## src/rtl/cpu_io_pkg.sv

```systemverilog
// Shared types and widths for the CPU switch front-end.
// Latency: n/a (declarations only).
// Backpressure: n/a.
package cpu_io_pkg;

    localparam int SW_W   = 8;
    localparam int OP_W   = 4;
    localparam int DATA_W = SW_W + OP_W;

    typedef enum logic [2:0] {
        ST_IDLE,
        ST_PRESS_WAIT,
        ST_FIRE,
        ST_HELD,
        ST_RELEASE_WAIT
    } btn_state_e;

endpackage

```

## src/rtl/cpu_switch_conditioner_if.sv

```systemverilog
// Board-pin side and CPU side signals of the switch conditioner.
// Latency: n/a (wiring only).
// Backpressure: none; the CPU consumes enable unconditionally.
interface cpu_switch_conditioner_if;
    import cpu_io_pkg::*;

    logic [SW_W-1:0] sw_raw;
    logic [OP_W-1:0] op_raw;
    logic            btn_go_raw;
    logic [SW_W-1:0] sw_out;
    logic [OP_W-1:0] op_out;
    logic            enable;
    logic            busy;

    // Drives the pins and watches the CPU-side outputs.
    modport master (
        output sw_raw, op_raw, btn_go_raw,
        input  sw_out, op_out, enable, busy
    );

    // The conditioner itself.
    modport slave (
        input  sw_raw, op_raw, btn_go_raw,
        output sw_out, op_out, enable, busy
    );

endinterface

```

## src/rtl/debounce_vec.sv

```systemverilog
// Two-flop synchroniser plus optional stable-level filter on a W-bit vector.
// Latency: 2 cycles (FILTER=0); 2 + DEBOUNCE_CYCLES + 1 cycles to move stable_o (FILTER=1).
// Backpressure: none; free-running on every cycle.
module debounce_vec #(
    parameter int W               = 1,
    parameter int DEBOUNCE_CYCLES = 16,
    parameter int CNT_W           = 20,
    parameter bit FILTER          = 1'b1
) (
    input  logic         clock,
    input  logic         reset_n,
    input  logic [W-1:0] raw_i,
    output logic [W-1:0] stable_o
);

    // The counter must hold DEBOUNCE_CYCLES-1 without wrapping; the release
    // path of the button FSM also needs DEBOUNCE_CYCLES >= 2.
    if (((DEBOUNCE_CYCLES >> CNT_W) != 0) || (DEBOUNCE_CYCLES < 2)) begin : g_bad_params
        $error("debounce_vec: CNT_W too narrow for DEBOUNCE_CYCLES, or DEBOUNCE_CYCLES < 2");
    end

    logic [W-1:0] meta_q;
    logic [W-1:0] sync_q;

    // Two-flop synchroniser for the asynchronous board inputs.
    always_ff @(posedge clock or negedge reset_n) begin
        if (!reset_n) begin
            meta_q <= '0;
            sync_q <= '0;
        end else begin
            meta_q <= raw_i;
            sync_q <= meta_q;
        end
    end

    if (FILTER) begin : g_filt
        localparam logic [CNT_W-1:0] CNT_LAST = CNT_W'(DEBOUNCE_CYCLES - 1);

        logic [W-1:0]     prev_q;
        logic [W-1:0]     stable_q;
        logic [W-1:0]     stable_d;
        logic [CNT_W-1:0] cnt_q;
        logic [CNT_W-1:0] cnt_d;

        // Count cycles the synchronised vector sits unchanged at a new value;
        // any change restarts the run, matching the stable level clears it.
        always_comb begin
            stable_d = stable_q;
            cnt_d    = '0;
            if (sync_q == stable_q) begin
                cnt_d = '0;
            end else if (sync_q != prev_q) begin
                cnt_d = '0;
            end else if (cnt_q == CNT_LAST) begin
                stable_d = sync_q;
                cnt_d    = '0;
            end else if (cnt_q != '1) begin
                cnt_d = cnt_q + CNT_W'(1);
            end else begin
                cnt_d = cnt_q;
            end
        end

        // Filter state registers.
        always_ff @(posedge clock or negedge reset_n) begin
            if (!reset_n) begin
                prev_q   <= '0;
                stable_q <= '0;
                cnt_q    <= '0;
            end else begin
                prev_q   <= sync_q;
                stable_q <= stable_d;
                cnt_q    <= cnt_d;
            end
        end

        assign stable_o = stable_q;
    end else begin : g_pass
        assign stable_o = sync_q;
    end

endmodule

```

## src/rtl/cpu_switch_conditioner.sv

```systemverilog
// Syncs/debounces switches and GO button; one enable per accepted press with a coherent snapshot.
// Latency: enable 2+DEBOUNCE_CYCLES+2 cycles after the GO rise; busy drops 2+DEBOUNCE_CYCLES after release.
// Backpressure: none; presses arriving while busy are absorbed by the FSM.
module cpu_switch_conditioner
    import cpu_io_pkg::*;
#(
    parameter int DEBOUNCE_CYCLES = 16,
    parameter int CNT_W           = 20
) (
    input  logic                     clock,
    input  logic                     reset_n,
    cpu_switch_conditioner_if.slave  io
);

    localparam logic [CNT_W-1:0] PRESS_LAST   = CNT_W'(DEBOUNCE_CYCLES - 1);
    // The low sample that moves HELD to RELEASE_WAIT is the first of the
    // stable-low run, so the wait state itself counts one fewer cycle.
    localparam logic [CNT_W-1:0] RELEASE_LAST = CNT_W'(DEBOUNCE_CYCLES - 2);

    logic [DATA_W-1:0] data_deb;
    logic              btn_sync;

    debounce_vec #(
        .W               (DATA_W),
        .DEBOUNCE_CYCLES (DEBOUNCE_CYCLES),
        .CNT_W           (CNT_W),
        .FILTER          (1'b1)
    ) u_data_deb (
        .clock    (clock),
        .reset_n  (reset_n),
        .raw_i    ({io.op_raw, io.sw_raw}),
        .stable_o (data_deb)
    );

    // Button is only synchronised here; its debounce lives in the FSM.
    debounce_vec #(
        .W               (1),
        .DEBOUNCE_CYCLES (DEBOUNCE_CYCLES),
        .CNT_W           (CNT_W),
        .FILTER          (1'b0)
    ) u_btn_sync (
        .clock    (clock),
        .reset_n  (reset_n),
        .raw_i    (io.btn_go_raw),
        .stable_o (btn_sync)
    );

    btn_state_e       state_q, state_d;
    logic [CNT_W-1:0] cnt_q, cnt_d;
    logic             fire;
    logic [1:0]       boot_q;
    logic             armed_q;
    logic [SW_W-1:0]  sw_q;
    logic [OP_W-1:0]  op_q;
    logic             en_q;

    // Next-state logic: press/release qualification with a shared saturating counter.
    always_comb begin
        state_d = state_q;
        cnt_d   = cnt_q;
        fire    = 1'b0;
        case (state_q)
            ST_IDLE: begin
                cnt_d = '0;
                if (btn_sync && armed_q) state_d = ST_PRESS_WAIT;
            end
            ST_PRESS_WAIT: begin
                if (!btn_sync) begin
                    state_d = ST_IDLE;
                    cnt_d   = '0;
                end else if (cnt_q == PRESS_LAST) begin
                    state_d = ST_FIRE;
                    cnt_d   = '0;
                end else if (cnt_q != '1) begin
                    cnt_d = cnt_q + CNT_W'(1);
                end
            end
            ST_FIRE: begin
                fire    = 1'b1;
                state_d = ST_HELD;
                cnt_d   = '0;
            end
            ST_HELD: begin
                cnt_d = '0;
                if (!btn_sync) state_d = ST_RELEASE_WAIT;
            end
            ST_RELEASE_WAIT: begin
                if (btn_sync) begin
                    state_d = ST_HELD;
                    cnt_d   = '0;
                end else if (cnt_q == RELEASE_LAST) begin
                    state_d = ST_IDLE;
                    cnt_d   = '0;
                end else if (cnt_q != '1) begin
                    cnt_d = cnt_q + CNT_W'(1);
                end
            end
            default: begin
                state_d = ST_IDLE;
                cnt_d   = '0;
            end
        endcase
    end

    // FSM state and counter registers.
    always_ff @(posedge clock or negedge reset_n) begin
        if (!reset_n) begin
            state_q <= ST_IDLE;
            cnt_q   <= '0;
        end else begin
            state_q <= state_d;
            cnt_q   <= cnt_d;
        end
    end

    // A button still held through reset must not fire: arm only after a
    // genuine low is seen once the synchroniser has refilled.
    always_ff @(posedge clock or negedge reset_n) begin
        if (!reset_n) begin
            boot_q  <= '0;
            armed_q <= 1'b0;
        end else begin
            boot_q  <= {boot_q[0], 1'b1};
            armed_q <= armed_q | (boot_q[1] & ~btn_sync);
        end
    end

    // Snapshot on FIRE only; enable follows one cycle later with data stable.
    always_ff @(posedge clock or negedge reset_n) begin
        if (!reset_n) begin
            sw_q <= '0;
            op_q <= '0;
            en_q <= 1'b0;
        end else begin
            en_q <= fire;
            if (fire) begin
                sw_q <= data_deb[SW_W-1:0];
                op_q <= data_deb[DATA_W-1:SW_W];
            end
        end
    end

    assign io.sw_out = sw_q;
    assign io.op_out = op_q;
    assign io.enable = en_q;
    assign io.busy   = (state_q != ST_IDLE);

endmodule

```

## src/flat_wrapper.sv

```systemverilog
// flat-port wrapper written by rule: the top's interface ports become plain ports
module cpu_switch_conditioner_flat import cpu_io_pkg::*;
#(
    parameter int DEBOUNCE_CYCLES = 16,
    parameter int CNT_W           = 20
)
  (clock, reset_n, io_sw_raw, io_op_raw, io_btn_go_raw, io_sw_out, io_op_out, io_enable, io_busy);
  cpu_switch_conditioner_if io_i ();
  input  logic clock;
  input  logic reset_n;
  input wire logic [$bits(io_i.sw_raw)-1:0] io_sw_raw;
  input wire logic [$bits(io_i.op_raw)-1:0] io_op_raw;
  input wire logic [$bits(io_i.btn_go_raw)-1:0] io_btn_go_raw;
  output wire logic [$bits(io_i.sw_out)-1:0] io_sw_out;
  output wire logic [$bits(io_i.op_out)-1:0] io_op_out;
  output wire logic [$bits(io_i.enable)-1:0] io_enable;
  output wire logic [$bits(io_i.busy)-1:0] io_busy;
  assign io_i.sw_raw = io_sw_raw;
  assign io_i.op_raw = io_op_raw;
  assign io_i.btn_go_raw = io_btn_go_raw;
  assign io_sw_out = io_i.sw_out;
  assign io_op_out = io_i.op_out;
  assign io_enable = io_i.enable;
  assign io_busy = io_i.busy;
  cpu_switch_conditioner #(.DEBOUNCE_CYCLES(DEBOUNCE_CYCLES), .CNT_W(CNT_W)) u_core (.clock(clock), .reset_n(reset_n), .io(io_i));
endmodule
```

## config.mk

```make
export PLATFORM = sky130hd
export DESIGN_NAME = cpu_switch_conditioner_flat
export DESIGN_NICKNAME = d
export VERILOG_FILES = /design/src/rtl/cpu_io_pkg.sv /design/src/rtl/cpu_switch_conditioner_if.sv /design/src/rtl/debounce_vec.sv /design/src/rtl/cpu_switch_conditioner.sv /design/src/flat_wrapper.sv
export SDC_FILE = /design/constraint.sdc
export NUM_CORES = 1
export LEC_CHECK = 0
export ABC_AREA = 0
export BUFFER_PORTS_ARGS = -buffer_cell sky130_fd_sc_hd__buf_4
export CAP_MARGIN = 40
export CORE_MARGIN = 3
export CORE_UTILIZATION = 54
export DETAILED_ROUTE_END_ITERATION = 7
export HOLD_SLACK_MARGIN = 0.02
export PLACE_DENSITY = 0.75
export SETUP_SLACK_MARGIN = 0.1
export SLEW_MARGIN = 20
export SYNTH_ARGS = -nofsm -noshare
export SYNTH_HDL_FRONTEND = slang
export SYNTH_SLANG_ARGS = --single-unit
```

## constraint.sdc

```tcl
create_clock -name clock -period 1.95 [get_ports clock]
set_clock_uncertainty 0.2 [all_clocks]
set_input_delay 0.195 -clock clock [delete_from_list [all_inputs] [get_ports clock]]
set_output_delay 0.195 -clock clock [all_outputs]
set_load 0.05 [all_outputs]
```

### Yosys cells after proc, flatten, opt, wreduce, memory -nomap -nowiden

Index checks and enable logic that the tools add are counted.
W data, S select, Z words.

* register bits: 109
* input bits: 15
* output and inout bits: 14
* logic and storage cells: 60

* add/subtract/negate cells: 2
* equality and inequality tests: 15
* mux-type cells: 18
* bitwise gates (word level): 5
* reductions and logical operators: 6

Operators with widths (number)
* $mux W20: 9
* $eq A20 B4 Y1 const B: 3
* $add A20 B1 Y20 const B: 2
* $ne A20 B20 Y1 const B: 2
* $pmux W20 S2: 1
* $mux W3: 6
* $pmux W3 S5: 1
* $eq A12 B12 Y1: 1
* $ne A12 B12 Y1: 1
* $eq A3 B2 Y1 const B: 2
* $ne A3 B2 Y1 const B: 2
* $reduce_and A4 Y1: 1
* $reduce_bool A4 Y1: 1
* $eq A3 B1 Y1 const B: 1
* $eq A3 B3 Y1 const B: 1
* $logic_not A3 Y1: 1
* $not A1 Y1: 3
* $reduce_and A3 Y1: 1
* $reduce_bool A3 Y1: 1
* $ne A2 B1 Y1 const B: 1
* $ne A2 B2 Y1 const B: 1
* $and A1 B1 Y1: 1
* $logic_and A1 B1 Y1: 1
* $mux W1: 1
* $or A1 B1 Y1: 1

### Depth between registers and ports, before layout

* depth after elaboration: 5
* depth in mapped cells: 7
* mapped depth without buffers: 6

### Modules after synthesis

A second synthesis with hierarchy kept.

* cell total of the unflattened synthesis: 400
* area, all modules: 4780.8 um2

By module, submodules not included
* debounce_vec at u_core.u_data_deb: times used 1, cells each 206, area each 2738.9 um2, seq. area each 1701.6 um2
* cpu_switch_conditioner: times used 1, cells each 192, area each 1991.9 um2, seq. area each 975.9 um2
* debounce_vec at u_core.u_btn_sync: times used 1, cells each 2, area each 50.0 um2, seq. area each 50.0 um2

### Least setup slack after synthesis

Ideal clock, no wire load.

* path kind: register -> register
* start: register u_core.u_data_deb.g_filt.cnt_q[4]
* end: register u_core.u_data_deb.g_filt.stable_q[10] (netlist: u_core.u_data_deb.stable_o[10])
* setup time: 0.125 ns
* data arrival time: 1.791 ns
* required time: 1.625 ns
* slack: -0.167 ns
* cell stages (with the launch flop): 8
* path buffers: 2
* period minus slack after synthesis: 2.117 ns
* cells stage by stage: dfrtp_1 buf_6 nor4_2 and4_4 nand2_4 a211oi_4 buf_12 mux2_4

* word-level cells in the longest chain between the ends: 2

RTL lines
* start: declaration: line debounce_vec.sv:42 `logic [CNT_W-1:0] cnt_q;`
* start signal: assignment: line debounce_vec.sv:73 `cnt_q <= cnt_d;`
* $eq A20 B4 Y1: line debounce_vec.sv:54 `end else if (cnt_q == CNT_LAST) begin`
* $reduce_and A3 Y1 (no source line)
* end signal: assignment: line debounce_vec.sv:72 `stable_q <= stable_d;`
* end: declaration: line debounce_vec.sv:40 `logic [W-1:0] stable_q;`

No other way between the ends.
A chain may end at the register's enable or synchronous reset.

### Final worst setup path

* start: register u_core.u_data_deb.sync_q[11]
* end: register u_core.u_data_deb.g_filt.stable_q[3] (netlist: u_core.u_data_deb.stable_o[3])

* word-level cells in the longest chain between the ends: 3
* elaborated cells between the ends (all ways): 5
* those cells by class: eq/ne: 2; bitwise: 2; reduce/logical: 1

RTL lines
* start: declaration: line debounce_vec.sv:23 `logic [W-1:0] sync_q;`
* start signal: assignment: line debounce_vec.sv:32 `sync_q <= meta_q;`
* $ne A12 B12 Y1 / $eq A12 B12 Y1 (equally long branches): line debounce_vec.sv:52, debounce_vec.sv:50
* $not A1 Y1 (no source line)
* $reduce_and A3 Y1 (no source line) *

Every way passes the cells marked *; elsewhere a longest branch is shown, timed or not.

==> results by group <==
Status
  • Status: finished, violations left
  • Violated checks: setup timing

Critical path
  • Crit Path Class: flop to flop
  • CP max FO: 6
  • R2r setup slk: -0.24 ns
  • Worst setup EP type: flop
  • Startpoint types: flop
  • Critical path arrival: 2.26 ns
  • Critical Path RT: 2.02 ns
  • Reg-to-reg startpoint: u_core.u_data_deb.sync_q[11]
  • Reg2Reg Capture Point: u_core.u_data_deb.stable_o[3]
  • R2r worst-path depth: 6

Run
  • Max Cap Viol: 0

Finish
  • Most common cell after layout, fill and taps aside: dfrtp_1
  • NumNets Final: 535
  • Multi-input gate area in the final layout: approximately 2400 µm²
  • Filler cells: 427
  • Final core utilization: between 80% and 90%
  • N_diodes: 0
  • Most frequent cells in the layout: 108 x dfrtp_1, 90 x buf_4, 22 x xor2_1, 20 x nor2_1, 16 x buf_6
  • Area Growth Syn to Fin: 43.45%
  • Cell Count, Final, Fillers Out: 627
  • Ratio of cells with drive above 1 in the final layout: 47.70%
  • Sequential Area: 2729 µm²

STA
  • Final setup vio count: 50
  • Final count of hold timing violations: 0
  • Pins Over Slew Limit: 0
  • Tmin final: roughly 2.2 ns
  • Setup TNS: -5.931 ns
  • Final WS setup: -0.2358 ns
  • Maximum clock frequency: 0.4575 GHz
  • Final worst-path cycle share: 112.1%
  • RSZ-0062 raised after global routing: true

Synthesis
  • Mapped Area: 4679 µm²
  • Cells after Synth: roughly 390
  • Number of enable flip-flop cells after synthesis: 0
  • Avg Cell Area, Syn: about 12 µm²
  • FF+latch count, synth: 109
  • Synth Net Count: just over 400
  • Async S/R FF share, synth: 100.0%
  • Main flop type after synthesis: dfrtp_1
  • YS warnings: 0
  • Register area share after synthesis: 58.29%
  • Post-synthesis cell type count: 51

Drt
  • Routed WL: 11.79 mm
  • Highest Signal Layer: met4
  • Via Count: ~3500
  • TritonRoute pass-1 iters: 4
  • WL per Instance: 18.80 µm
  • DRC: 0
  • First DRT Iteration DRCs: 116
  • Number of vias per cell: between 5 and 6
  • Met3 wire len: 399 µm
  • Met1 WL: approximately 5 mm
  • WL met2: 6.167 mm
  • Antenna-violating nets left: 0

Global routing
  • Vias in the first global route: 3664
  • First-pass GRT wire length: 18.26 mm
  • GR Overflow Total: 0
  • Antenna violations before repair: 0
  • Largest net degree at the start of global routing: 43
  • GRT Util Overall: 23.64%

CTS
  • CTS tree: done
  • Maximum root-to-sink buffer count: 2
  • CTS sink cnt: 109
  • Root buf cell: clkbuf_8
  • Clock latency on the worst-skew pair: 0.38 ns
  • CTS H-tree depth: 3
  • Worst-path clk slew: 0.10 ns
  • TritonCTS buffer count: 9

Die
  • Total Die Area: 9819 µm²
  • Core ar.: roughly 8300 µm²
  • Starting Density: 56.38%
  • Chip height: approximately 100 µm
  • Top-level I/O count: 29
  • Die width: 99.09 µm
  • Num rows: 33

Placed design
  • DP Wirelength: 6.570 mm
  • I/O Buffers: 28
  • Inst Count DP: 569
  • Placer Congestion: 0.8691
  • Post-Place Worst Slack: -0.2689 ns

Pwr
  • Leak: about 0.003 µW
  • PwrDens: 599.2 nW/µm²
  • Design Power: 4022 µW
  • Maximum vdd ir drop: 0.0005166 V

Hold path
  • HP Class: input pin to async pin
## per-stage QoR
stage               instance area (µm²)  hold slack [ns]
floorplan                          4700          -0.3006
global placement                   5474         -0.02712
detailed placement                 5474         -0.01584
CTS                                6345           0.1185
global route                       6713           0.1390
finish                             6713           0.1074
## worst max-delay path by stage
stage                                       start  cells after the start  slack (ns)                              to
2_1_floorplan         u_core.u_data_deb.sync_q[7]                      6       -0.12  u_core.u_data_deb.stable_o[10]
4_1_cts        u_core.u_data_deb.g_filt.cnt_q[10]                      6       -0.20   u_core.u_data_deb.stable_o[3]
3_5_place_dp         u_core.u_data_deb.sync_q[11]                      6       -0.27   u_core.u_data_deb.stable_o[0]
3_3_place_gp         u_core.u_data_deb.sync_q[11]                      6       -0.19   u_core.u_data_deb.stable_o[1]
6_report             u_core.u_data_deb.sync_q[11]                      6       -0.24   u_core.u_data_deb.stable_o[3]
5_1_grt               u_core.u_data_deb.sync_q[0]                      6       -0.27   u_core.u_data_deb.stable_o[3]
## kinds of logic (layout without fill, tap and decap cells)
kind of cell,after synthesis,after routing,share of synthesized area [%]
AND/OR/NAND/NOR,140,140,17.14
flip-flops,109,109,58.29
AO/OA/AOI/OAI,45,45,6.284
XOR/XNOR,44,44,8.235
multiplexers,27,27,7.219
buffers and inverters,17,153,1.952
adder cells (fa/ha/maj),3,3,0.8022
other,1,1,0.08014
## registers in the layout, summed over array words and instances, names as in the netlist
register                         cells
u_core.u_data_deb.g_filt.prev_q     12
u_core.u_data_deb.sync_q            12
u_core.boot_q                        2
u_core.io.sw_out                     8
u_core.u_btn_sync.meta_q             1
u_core.io.enable                     1
u_core.io.op_out                     4
u_core.u_data_deb.stable_o          12
u_core.u_data_deb.g_filt.cnt_q      20
u_core.state_q                       3
u_core.cnt_q                        20
u_core.u_data_deb.meta_q            12
u_core.u_btn_sync.stable_o           1
u_core.armed_q                       1
## cells in the mapped netlist (3+ instances only)
cell / count / share of area [%]
xor2_1: 22 / 4.1
mux2_2: 14 / 3.4
inv_1: 6 / 0.48
mux2_4: 10 / 3.2
nand2_1: 17 / 1.4
nand3_1: 21 / 2.2
and4_1: 5 / 0.94
a21oi_1: 18 / 1.9
nor4_1: 10 / 1.3
o21ai_0: 4 / 0.43
nor2_1: 33 / 2.6
nand4_1: 8 / 1.1
and2_1: 3 / 0.40
a211oi_1: 7 / 1.1
xnor2_1: 22 / 4.1
dfrtp_1: 109 / 58
nor3b_1: 5 / 0.80
nor4_2: 4 / 1.1
mux2i_1: 3 / 0.64
a31oi_1: 5 / 0.67
ha_1: 3 / 0.80
nor3_1: 10 / 1.1
and3_1: 9 / 1.2
buf_2: 3 / 0.32
clkbuf_1: 6 / 0.48
## critical path: stages (launching register included)
cell and delay, ns:
dfrtp_1 0.41, xor2_1 0.17, nor4_2 0.32, nand3_1 0.22, a211oi_4 0.27, buf_6 0.19
mux2_4 0.31
## timing repair
item | CTS | global route
pin swaps | 29 | 37
hold buffers | 14 | 0
hold endpoints to repair | 122 | 0
setup endpoints to repair | 55 | 56
resized for setup | 66 | 64
cloned | 5 | 1
buffers inserted | 14 | 12
## layout make-up
type                    instances  share of cell area (%)
well taps                     105                   1.957
repair buffers                131                   18.56
clock inverters                 6                  0.7829
clock buffers                  10                   2.050
flip-flops and latches        109                   40.65
multi-input cells             260                   35.66
inverters                       6                  0.3355
## metal layers
metal | GRT usage [%] | vias to the layer above
met5 | 0 | -
met4 | 7.878 | 0
met3 | 4.418 | 32
met2 | 40.96 | 83
met1 | 30.01 | 1788
li1 | - | 1641
## power breakdown
| part | internal, µW | leakage (µW) | switching [µW] | total, µW |
|---|---|---|---|---|
| sequential | 2310 | 0.00142 | 30.6 | 2340 |
| combinational | 184 | 0.00143 | 182 | 365 |
| clock | 525 | 0.0000971 | 794 | 1320 |
| total | 3020 | 0.00295 | 1010 | 4020 |
No activity file was read; power rests on OpenSTA's default activity.
